### config.mk
export PLATFORM = sky130hd
export DESIGN_NAME = boot_rom_mp_ctrl
export DESIGN_NICKNAME = d
export VERILOG_FILES = /design/src/rtl/boot_rom_pkg.sv /design/src/rtl/boot_code.sv /design/src/rtl/boot_rom_rr_arb.sv /design/src/rtl/boot_rom_mp_ctrl.sv
export SDC_FILE = /design/constraint.sdc
export NUM_CORES = 1
export LEC_CHECK = 0
export ABC_AREA = 1
export CAP_MARGIN = 20
export CORE_MARGIN = 10
export CORE_UTILIZATION = 45
export DETAILED_ROUTE_END_ITERATION = 8
export PLACE_DENSITY = 0.71
export SLEW_MARGIN = 10
export SYNTH_ARGS = -nofsm -noshare
export SYNTH_HDL_FRONTEND = slang
export SYNTH_HIERARCHICAL = 1
export SYNTH_SLANG_ARGS = --single-unit
### constraint.sdc
create_clock -name clk -period 15.68 [get_ports clk]
set_input_delay 2.352 -clock clk [delete_from_list [all_inputs] [get_ports clk]]
set_output_delay 2.352 -clock clk [all_outputs]
set_load 0.02 [all_outputs]
### src/rtl/boot_rom_pkg.sv
// Shared types and limits for the multi-port boot ROM controller.
// The default byte-address width comes from `ROM_ADDR_WIDTH when the SoC
// build provides it. Otherwise it falls back to a 4 KiB ROM.
`ifndef ROM_ADDR_WIDTH
`define ROM_ADDR_WIDTH 12
`endif

package boot_rom_pkg;

  localparam int MAX_PORTS      = 8;
  localparam int MAX_RD_LATENCY = 4;
  localparam int PORT_ID_WIDTH  = $clog2(MAX_PORTS);
  localparam int WADDR_WIDTH    = `ROM_ADDR_WIDTH - 2;
  localparam int WORD_WIDTH     = 32;

  // One override entry: when vld is set, reads of word waddr return data.
  typedef struct packed {
    logic                   vld;
    logic [WADDR_WIDTH-1:0] waddr;
    logic [WORD_WIDTH-1:0]  data;
  } patch_entry_t;

  // Per-read tracking tag that travels alongside the ROM output.
  // hit means "data is authoritative". That holds for a patch hit at
  // stage 0 and for every read once the ROM word has been merged in.
  typedef struct packed {
    logic                     vld;
    logic [PORT_ID_WIDTH-1:0] port;
    logic                     err;
    logic                     hit;
    logic [WORD_WIDTH-1:0]    data;
  } rd_tag_t;

  // Round-robin successor of port k among n ports
  function automatic logic [PORT_ID_WIDTH-1:0] next_port(
    input logic [PORT_ID_WIDTH-1:0] k,
    input int                       n
  );
    return PORT_ID_WIDTH'((int'(k) + 1) % n);
  endfunction

endpackage

### src/rtl/boot_code.sv
// Behavioural stand-in for the boot_code ROM macro. It has a synchronous read
// with a 1-cycle latency and active-low chip select. The contents are a fixed
// hash of the word index, so every word is distinct and predictable.
module boot_code #(
  parameter int A_WIDTH = 10,
  parameter int Q_WIDTH = 32
) (
  input  logic               CLK,
  input  logic               RSTN,
  input  logic               CSN,
  input  logic [A_WIDTH-1:0] A,
  output logic [Q_WIDTH-1:0] Q
);

  logic [Q_WIDTH-1:0] q_q, q_d;

  // Look up the addressed word only when selected. Otherwise hold the output.
  always_comb begin
    q_d = q_q;
    if (!CSN) begin
      q_d = Q_WIDTH'((32'(A) * 32'h9E37_79B1) ^ 32'hB007_C0DE);
    end
  end

  // Output data register
  always_ff @(posedge CLK) begin
    if (!RSTN) begin
      q_q <= '0;
    end else begin
      q_q <= q_d;
    end
  end

  assign Q = q_q;

endmodule

### src/rtl/boot_rom_rr_arb.sv
// Round-robin arbiter: one-hot grant from the request vector, searched
// starting at the priority pointer. The pointer moves past each winner.
module boot_rom_rr_arb
  import boot_rom_pkg::*;
#(
  parameter int NUM_PORTS = 2
) (
  input  logic                     clk,
  input  logic                     rst_n,
  input  logic [NUM_PORTS-1:0]     req_i,
  output logic [NUM_PORTS-1:0]     gnt_o,
  output logic                     gnt_vld_o,
  output logic [PORT_ID_WIDTH-1:0] gnt_idx_o
);

  logic [PORT_ID_WIDTH-1:0] rr_q, rr_d;
  int                       cand;

  // Pick the first requester at or after rr_q. Nothing is granted while in reset.
  always_comb begin
    gnt_o     = '0;
    gnt_vld_o = 1'b0;
    gnt_idx_o = '0;
    rr_d      = rr_q;
    cand      = 0;
    if (rst_n) begin
      for (int i = 0; i < NUM_PORTS; i++) begin
        cand = (int'(rr_q) + i) % NUM_PORTS;
        for (int j = 0; j < NUM_PORTS; j++) begin
          if (j == cand && req_i[j] && !gnt_vld_o) begin
            gnt_vld_o = 1'b1;
            gnt_o[j]  = 1'b1;
            gnt_idx_o = PORT_ID_WIDTH'(j);
          end
        end
      end
      if (gnt_vld_o) begin
        rr_d = next_port(gnt_idx_o, NUM_PORTS);
      end
    end
  end

  // Priority pointer register
  always_ff @(posedge clk) begin
    if (!rst_n) begin
      rr_q <= '0;
    end else begin
      rr_q <= rr_d;
    end
  end

endmodule

### src/rtl/boot_rom_mp_ctrl.sv
// Multi-port boot ROM controller. NUM_PORTS masters are arbitrated
// round-robin onto one boot_code instance. Responses come back after
// RD_LATENCY cycles, routed to the requesting port.
// Optional feature: define BOOT_ROM_PATCH_EN to build the word-override
// patch table. Without it the patch_* inputs are ignored.
`ifndef ROM_ADDR_WIDTH
`define ROM_ADDR_WIDTH 12
`endif

module boot_rom_mp_ctrl
  import boot_rom_pkg::*;
#(
  parameter int ADDR_WIDTH    = `ROM_ADDR_WIDTH,
  parameter int DATA_WIDTH    = 32,
  parameter int NUM_PORTS     = 2,
  parameter int RD_LATENCY    = 1,
  parameter int PATCH_ENTRIES = 4
) (
  input  logic                                  clk,
  input  logic                                  rst_n,
  input  logic [NUM_PORTS-1:0]                  req_i,
  input  logic [NUM_PORTS-1:0][ADDR_WIDTH-1:0]  addr_i,
  output logic [NUM_PORTS-1:0]                  gnt_o,
  output logic [NUM_PORTS-1:0]                  rvalid_o,
  output logic [NUM_PORTS-1:0][DATA_WIDTH-1:0]  rdata_o,
  output logic [NUM_PORTS-1:0]                  err_o,
  input  logic                                  patch_we_i,
  input  logic [$clog2(PATCH_ENTRIES)-1:0]      patch_idx_i,
  input  logic [ADDR_WIDTH-3:0]                 patch_addr_i,
  input  logic [DATA_WIDTH-1:0]                 patch_data_i,
  input  logic                                  patch_vld_i
);

  localparam int WA    = ADDR_WIDTH - 2;
  localparam int DEPTH = (RD_LATENCY < 1) ? 1 :
                         (RD_LATENCY > MAX_RD_LATENCY) ? MAX_RD_LATENCY : RD_LATENCY;

  logic                     gnt_vld;
  logic [PORT_ID_WIDTH-1:0] gnt_idx;
  logic [ADDR_WIDTH-1:0]    gnt_addr;
  logic [WA-1:0]            gnt_waddr;
  logic                     gnt_misaligned;
  logic                     rom_csn;
  logic [DATA_WIDTH-1:0]    rom_q;
  logic                     patch_hit;
  logic [DATA_WIDTH-1:0]    patch_data;

  boot_rom_rr_arb #(
    .NUM_PORTS (NUM_PORTS)
  ) u_arb (
    .clk       (clk),
    .rst_n     (rst_n),
    .req_i     (req_i),
    .gnt_o     (gnt_o),
    .gnt_vld_o (gnt_vld),
    .gnt_idx_o (gnt_idx)
  );

  // Select the byte address of the granted port
  always_comb begin
    gnt_addr = '0;
    for (int p = 0; p < NUM_PORTS; p++) begin
      if (gnt_o[p]) begin
        gnt_addr = addr_i[p];
      end
    end
  end

  assign gnt_waddr      = gnt_addr[ADDR_WIDTH-1:2];
  assign gnt_misaligned = (gnt_addr[1:0] != 2'b00);
  assign rom_csn        = !(gnt_vld && !gnt_misaligned);

  boot_code #(
    .A_WIDTH (WA),
    .Q_WIDTH (DATA_WIDTH)
  ) u_rom (
    .CLK  (clk),
    .RSTN (rst_n),
    .CSN  (rom_csn),
    .A    (gnt_waddr),
    .Q    (rom_q)
  );

`ifdef BOOT_ROM_PATCH_EN
  patch_entry_t patch_q [PATCH_ENTRIES];
  patch_entry_t patch_d [PATCH_ENTRIES];

  // A table write lands at the clock edge, so a grant in the same cycle still sees the old contents
  always_comb begin
    for (int e = 0; e < PATCH_ENTRIES; e++) begin
      patch_d[e] = patch_q[e];
      if (patch_we_i && (patch_idx_i == $clog2(PATCH_ENTRIES)'(e))) begin
        patch_d[e] = '{vld: patch_vld_i, waddr: WADDR_WIDTH'(patch_addr_i),
                       data: WORD_WIDTH'(patch_data_i)};
      end
    end
  end

  // Match the granted word against the table. The downward scan lets the lowest index win.
  always_comb begin
    patch_hit  = 1'b0;
    patch_data = '0;
    for (int e = PATCH_ENTRIES - 1; e >= 0; e--) begin
      if (patch_q[e].vld && (patch_q[e].waddr == WADDR_WIDTH'(gnt_waddr))) begin
        patch_hit  = 1'b1;
        patch_data = DATA_WIDTH'(patch_q[e].data);
      end
    end
  end

  // Patch table storage, emptied by reset
  always_ff @(posedge clk) begin
    if (!rst_n) begin
      for (int e = 0; e < PATCH_ENTRIES; e++) begin
        patch_q[e] <= '0;
      end
    end else begin
      for (int e = 0; e < PATCH_ENTRIES; e++) begin
        patch_q[e] <= patch_d[e];
      end
    end
  end
`else
  logic unused_patch;
  assign unused_patch = ^{patch_we_i, patch_idx_i, patch_addr_i, patch_data_i, patch_vld_i};
  assign patch_hit    = 1'b0;
  assign patch_data   = '0;
`endif

  rd_tag_t               stage_q [DEPTH];
  rd_tag_t               stage_d [DEPTH];
  rd_tag_t               out_tag;
  logic [DATA_WIDTH-1:0] out_data;

  // Final word for a tag: zero on error, the carried data if authoritative, else the ROM output
  function automatic logic [DATA_WIDTH-1:0] resolve(input rd_tag_t t,
                                                    input logic [DATA_WIDTH-1:0] rom);
    if (t.err) return '0;
    if (t.hit) return DATA_WIDTH'(t.data);
    return rom;
  endfunction

  // Load stage 0 at grant. The ROM word is merged into the tag while leaving stage 0.
  always_comb begin
    stage_d[0] = '{vld: gnt_vld, port: gnt_idx, err: gnt_misaligned,
                   hit: patch_hit, data: WORD_WIDTH'(patch_data)};
    for (int s = 1; s < DEPTH; s++) begin
      stage_d[s] = stage_q[s-1];
      if (s == 1) begin
        stage_d[s].hit  = 1'b1;
        stage_d[s].data = WORD_WIDTH'(resolve(stage_q[0], rom_q));
      end
    end
  end

  // Tracking pipeline. Reset discards every in-flight read.
  always_ff @(posedge clk) begin
    if (!rst_n) begin
      for (int s = 0; s < DEPTH; s++) begin
        stage_q[s] <= '0;
      end
    end else begin
      for (int s = 0; s < DEPTH; s++) begin
        stage_q[s] <= stage_d[s];
      end
    end
  end

  assign out_tag  = stage_q[DEPTH-1];
  assign out_data = resolve(out_tag, rom_q);

  // Route the response to the tagged port only. Every other lane stays zero.
  always_comb begin
    rvalid_o = '0;
    rdata_o  = '0;
    err_o    = '0;
    for (int p = 0; p < NUM_PORTS; p++) begin
      if (out_tag.vld && (out_tag.port == PORT_ID_WIDTH'(p))) begin
        rvalid_o[p] = 1'b1;
        rdata_o[p]  = out_data;
        err_o[p]    = out_tag.err;
      end
    end
  end

endmodule

==> results.toml <==
[clock_network]
clock_sinks = 38
worst_skew_pair.late_latency_ns = 0.28
clkSlewWorstSetupHoldPaths_ns = 0.06
clk_root_buffer_cell = "sky130_fd_sc_hd__clkbuf_16"
tritoncts = "done"
cts_buffer_depth = 2
cts_inserted_buffers = 5
post-cts-setup-buffers = 0
postCtsHoldBufs = 0
htree_num_levels = 2
cts-resized-gates = 0

[pwr]
share_of_power_burned_in_registers = 0.126
power.share.clock = 0.104
switching_share = 0.542
power.density_nw_per_um2 = 121
switchingPower_mw = 0.531
worst_ir_drop_vdd_mv = 0.0552
post-layout-total-power_mw = 0.980
p_leak_nw = 4.37
p_int_mw = 0.449
pwr-share-comb = 0.771

[logic_synthesis]
most_common_cell_in_the_synthesized_netlist = "sky130_fd_sc_hd__inv_1"
synthesis.area_per_instance_um2 = 6.87
synth.ff_latch_count = 38
synth.yosys.warnings = 6
synth_cell_type_count = 36
asyncSetResetFlopFracSynth = 0
netlist_top_cells_area = "sky130_fd_sc_hd__fa_1 (25%), sky130_fd_sc_hd__ha_1 (13%), sky130_fd_sc_hd__inv_1 (13%)"
synth_top_cells_by_count = "sky130_fd_sc_hd__inv_1 (237), sky130_fd_sc_hd__nand2_1 (224), sky130_fd_sc_hd__nor2_1 (150)"
synth_top_cell_area_share = 0.248
post-synth-top-area-cell = "sky130_fd_sc_hd__fa_1"
synth_top_flop_cell = "sky130_fd_sc_hd__dfxtp_1"
yosysSeqAreaShare = 0.111
synth_cell_area_um2 = 6850
number_of_enable_type_register_cells_in_the_synthesized_netlist = 0
syn_inst = 998

[cells_and_area]
insertedDiodeCount = 0
post-route-cell-area_um2 = 8070
finalNonFillerCells = 1270
final_nets = 1313
nFillCells = 1500
drive_gt1_frac = 0.0481
syn2layout_area_growth_pct = 17.7

[outcome]
run_status = "completed"

[die]
floorplan.die_area_um2 = 20600
initial_core_util = 0.454
die-height_um = 143
top_level_ports = 144
core_region_area_um2 = 15100
die_width_um = 143
standard_cell_rows = 45

[route]
route.final.wire_length_mm = 17.8
routed_wire_length_per_instance_um = 14.0
drt_first_iter_violations = 382
antenna_violating_nets_post_route = 0
post_drt_via_cell_ratio = 4.86
route.vias.total = 6178
detailedRoute.firstPassIterationCount = 5
route.detailed.drc = 0

[sta]
hold_violations = 0
fin_tns_setup_ns = 0
fin_crit_ns = 8.92
maxSlewViolCount = 0
grt_setup_unrepaired = "false"
setup_viol = 0
min_period_over_period = 0.569
worst_clock_skew_ns = 0.00329
fmaxAchievable_mhz = 112
max_slew_margin = 0.407
slew_at_the_pin_closest_to_its_max_slew_limit_ns = 0.885

[critical_path]
critPathRequiredTime_ns = 15.86
r2r_setup_slack_ns = 9.39
startpoint_type = "input port"
crit_start = "rst_n"
critical_path.reg2reg.startpoint = "u_arb/rr_q[0]"
worstPathMaxFanout = 18
critical_path_class = "in -> reg"
setup.worst_path.end_class = "flop"
critPathArrivalTime_ns = 9.10

[global_routing]
grt_first_pass_wirelength_mm = 29.7
largest_net_degree_at_the_start_of_global_routing = 54
number_of_antenna_violations_at_the_first_check_in_global_routing = 0
first_global_vias = 6225
grtUsageTotal = 0.176
globalRoute.totalOverflow = 0

[placement]
post-dp-hpwl_mm = 15.3
post-place-cells = 1262
gpl.final_weighted_congestion = 0.972
dpl-instance-area_um2 = 7920
port-buffer-count = 97

[min_path]
holdCritStartpoint = "u_rom/Q[6]"
min-delay-path-class = "reg -> reg"

[job]
cap_violations = 0
==> area by class of cell <==
type	count	area, um^2	area share
multi-input combinational	693	5020	0.623
timing repair buffer	98	978	0.121
inverter	245	920	0.114
sequential	38	761	0.0943
tap	188	235	0.0292
clock buffer	6	139	0.0172
clock inverter	2	12.5	0.00155
==> worst max-delay path, cell delays in order <==
cell	delay [ns]
sky130_fd_sc_hd__clkdlybuf4s50_1	0.84
sky130_fd_sc_hd__inv_1	0.12
sky130_fd_sc_hd__nor2_1	0.17
sky130_fd_sc_hd__inv_1	0.05
sky130_fd_sc_hd__nor2_1	0.60
sky130_fd_sc_hd__nand2_1	0.13
sky130_fd_sc_hd__nand2_1	0.26
sky130_fd_sc_hd__inv_1	0.20
sky130_fd_sc_hd__fa_1	0.67
sky130_fd_sc_hd__inv_1	0.14
sky130_fd_sc_hd__ha_1	0.22
sky130_fd_sc_hd__or2_2	0.31
sky130_fd_sc_hd__fa_1	0.51
sky130_fd_sc_hd__inv_1	0.06
sky130_fd_sc_hd__fa_1	0.50
sky130_fd_sc_hd__fa_1	0.51
sky130_fd_sc_hd__inv_1	0.04
sky130_fd_sc_hd__ha_1	0.36
sky130_fd_sc_hd__nand2_1	0.09
sky130_fd_sc_hd__inv_1	0.08
sky130_fd_sc_hd__nand2_1	0.09
sky130_fd_sc_hd__nor2_1	0.19
sky130_fd_sc_hd__nand4_1	0.19
sky130_fd_sc_hd__nand4_1	0.14
sky130_fd_sc_hd__nand3_1	0.12
sky130_fd_sc_hd__nand2_1	0.11
sky130_fd_sc_hd__inv_1	0.04
==> cells by family (layout without fill, tap and decap cells) <==
group / after synthesis / count (layout) / synth area share
simple gates: 452 / 452 / 0.277
buf+inv: 268 / 351 / 0.157
fa+ha+maj: 158 / 158 / 0.382
compound gates: 71 / 71 / 0.0601
flops: 38 / 38 / 0.111
xor+xnor: 10 / 10 / 0.0128
other cells: 1 / 2 / 0.000547
==> power groups by stage <==
stage / Sequential [mW] / Combinational [mW] / Clock, mW
2_1_floorplan: 0.123 / 0.575 / 0
3_3_place_gp: 0.125 / 0.742 / 0
3_5_place_dp: 0.125 / 0.752 / 0
4_1_cts: 0.123 / 0.759 / 0.104
5_1_grt: 0.125 / 0.869 / 0.109
6_report: 0.123 / 0.755 / 0.101
==> sequential cells by signal, indices dropped and copies added, names as in the netlist <==
register,cells
stage_q,5
u_arb/rr_q,1
u_rom/Q,32
==> layout by cell type, fill, tap and decap left out, types with 22 or more instances in the layout <==
master                            count
sky130_fd_sc_hd__clkdlybuf4s50_1     97
sky130_fd_sc_hd__nand3_1             32
sky130_fd_sc_hd__dfxtp_1             38
sky130_fd_sc_hd__a21oi_1             27
sky130_fd_sc_hd__ha_1                73
sky130_fd_sc_hd__o21ai_0             22
sky130_fd_sc_hd__nand2_1            224
sky130_fd_sc_hd__nor2_1             150
sky130_fd_sc_hd__inv_1              237
sky130_fd_sc_hd__fa_1                85
==> layer usage <==
metal  vias up  routed length [um]  track usage
met4         0                 191       0.0306
met1      2845                7470        0.220
met5         -                   0            0
met2       191                8730        0.315
met3        14                1420       0.0297
li1       3128                   -            -
==> final timing paths <==
path | depth (start not counted) | endpoint
max reg2reg | 27 | u_rom/Q[24]
max | 27 | u_rom/Q[24]
min | 2 | u_rom/Q[6]
min reg2reg | 2 | u_rom/Q[6]
==> per-stage QoR <==
| stage | utilization | hold slack (ns) | setup WS (ns) |
|---|---|---|---|
| final | 0.535 | 0.486 | 6.76 |
| after floorplan | - | 0.450 | 8.24 |
| after global placement | 0.525 | 0.464 | 6.52 |
| after global routing | 0.535 | 0.512 | 6.25 |
| after CTS | 0.535 | 0.492 | 6.74 |
| after detailed placement | 0.525 | 0.472 | 6.47 |
Power figures use the tool's default switching activity.
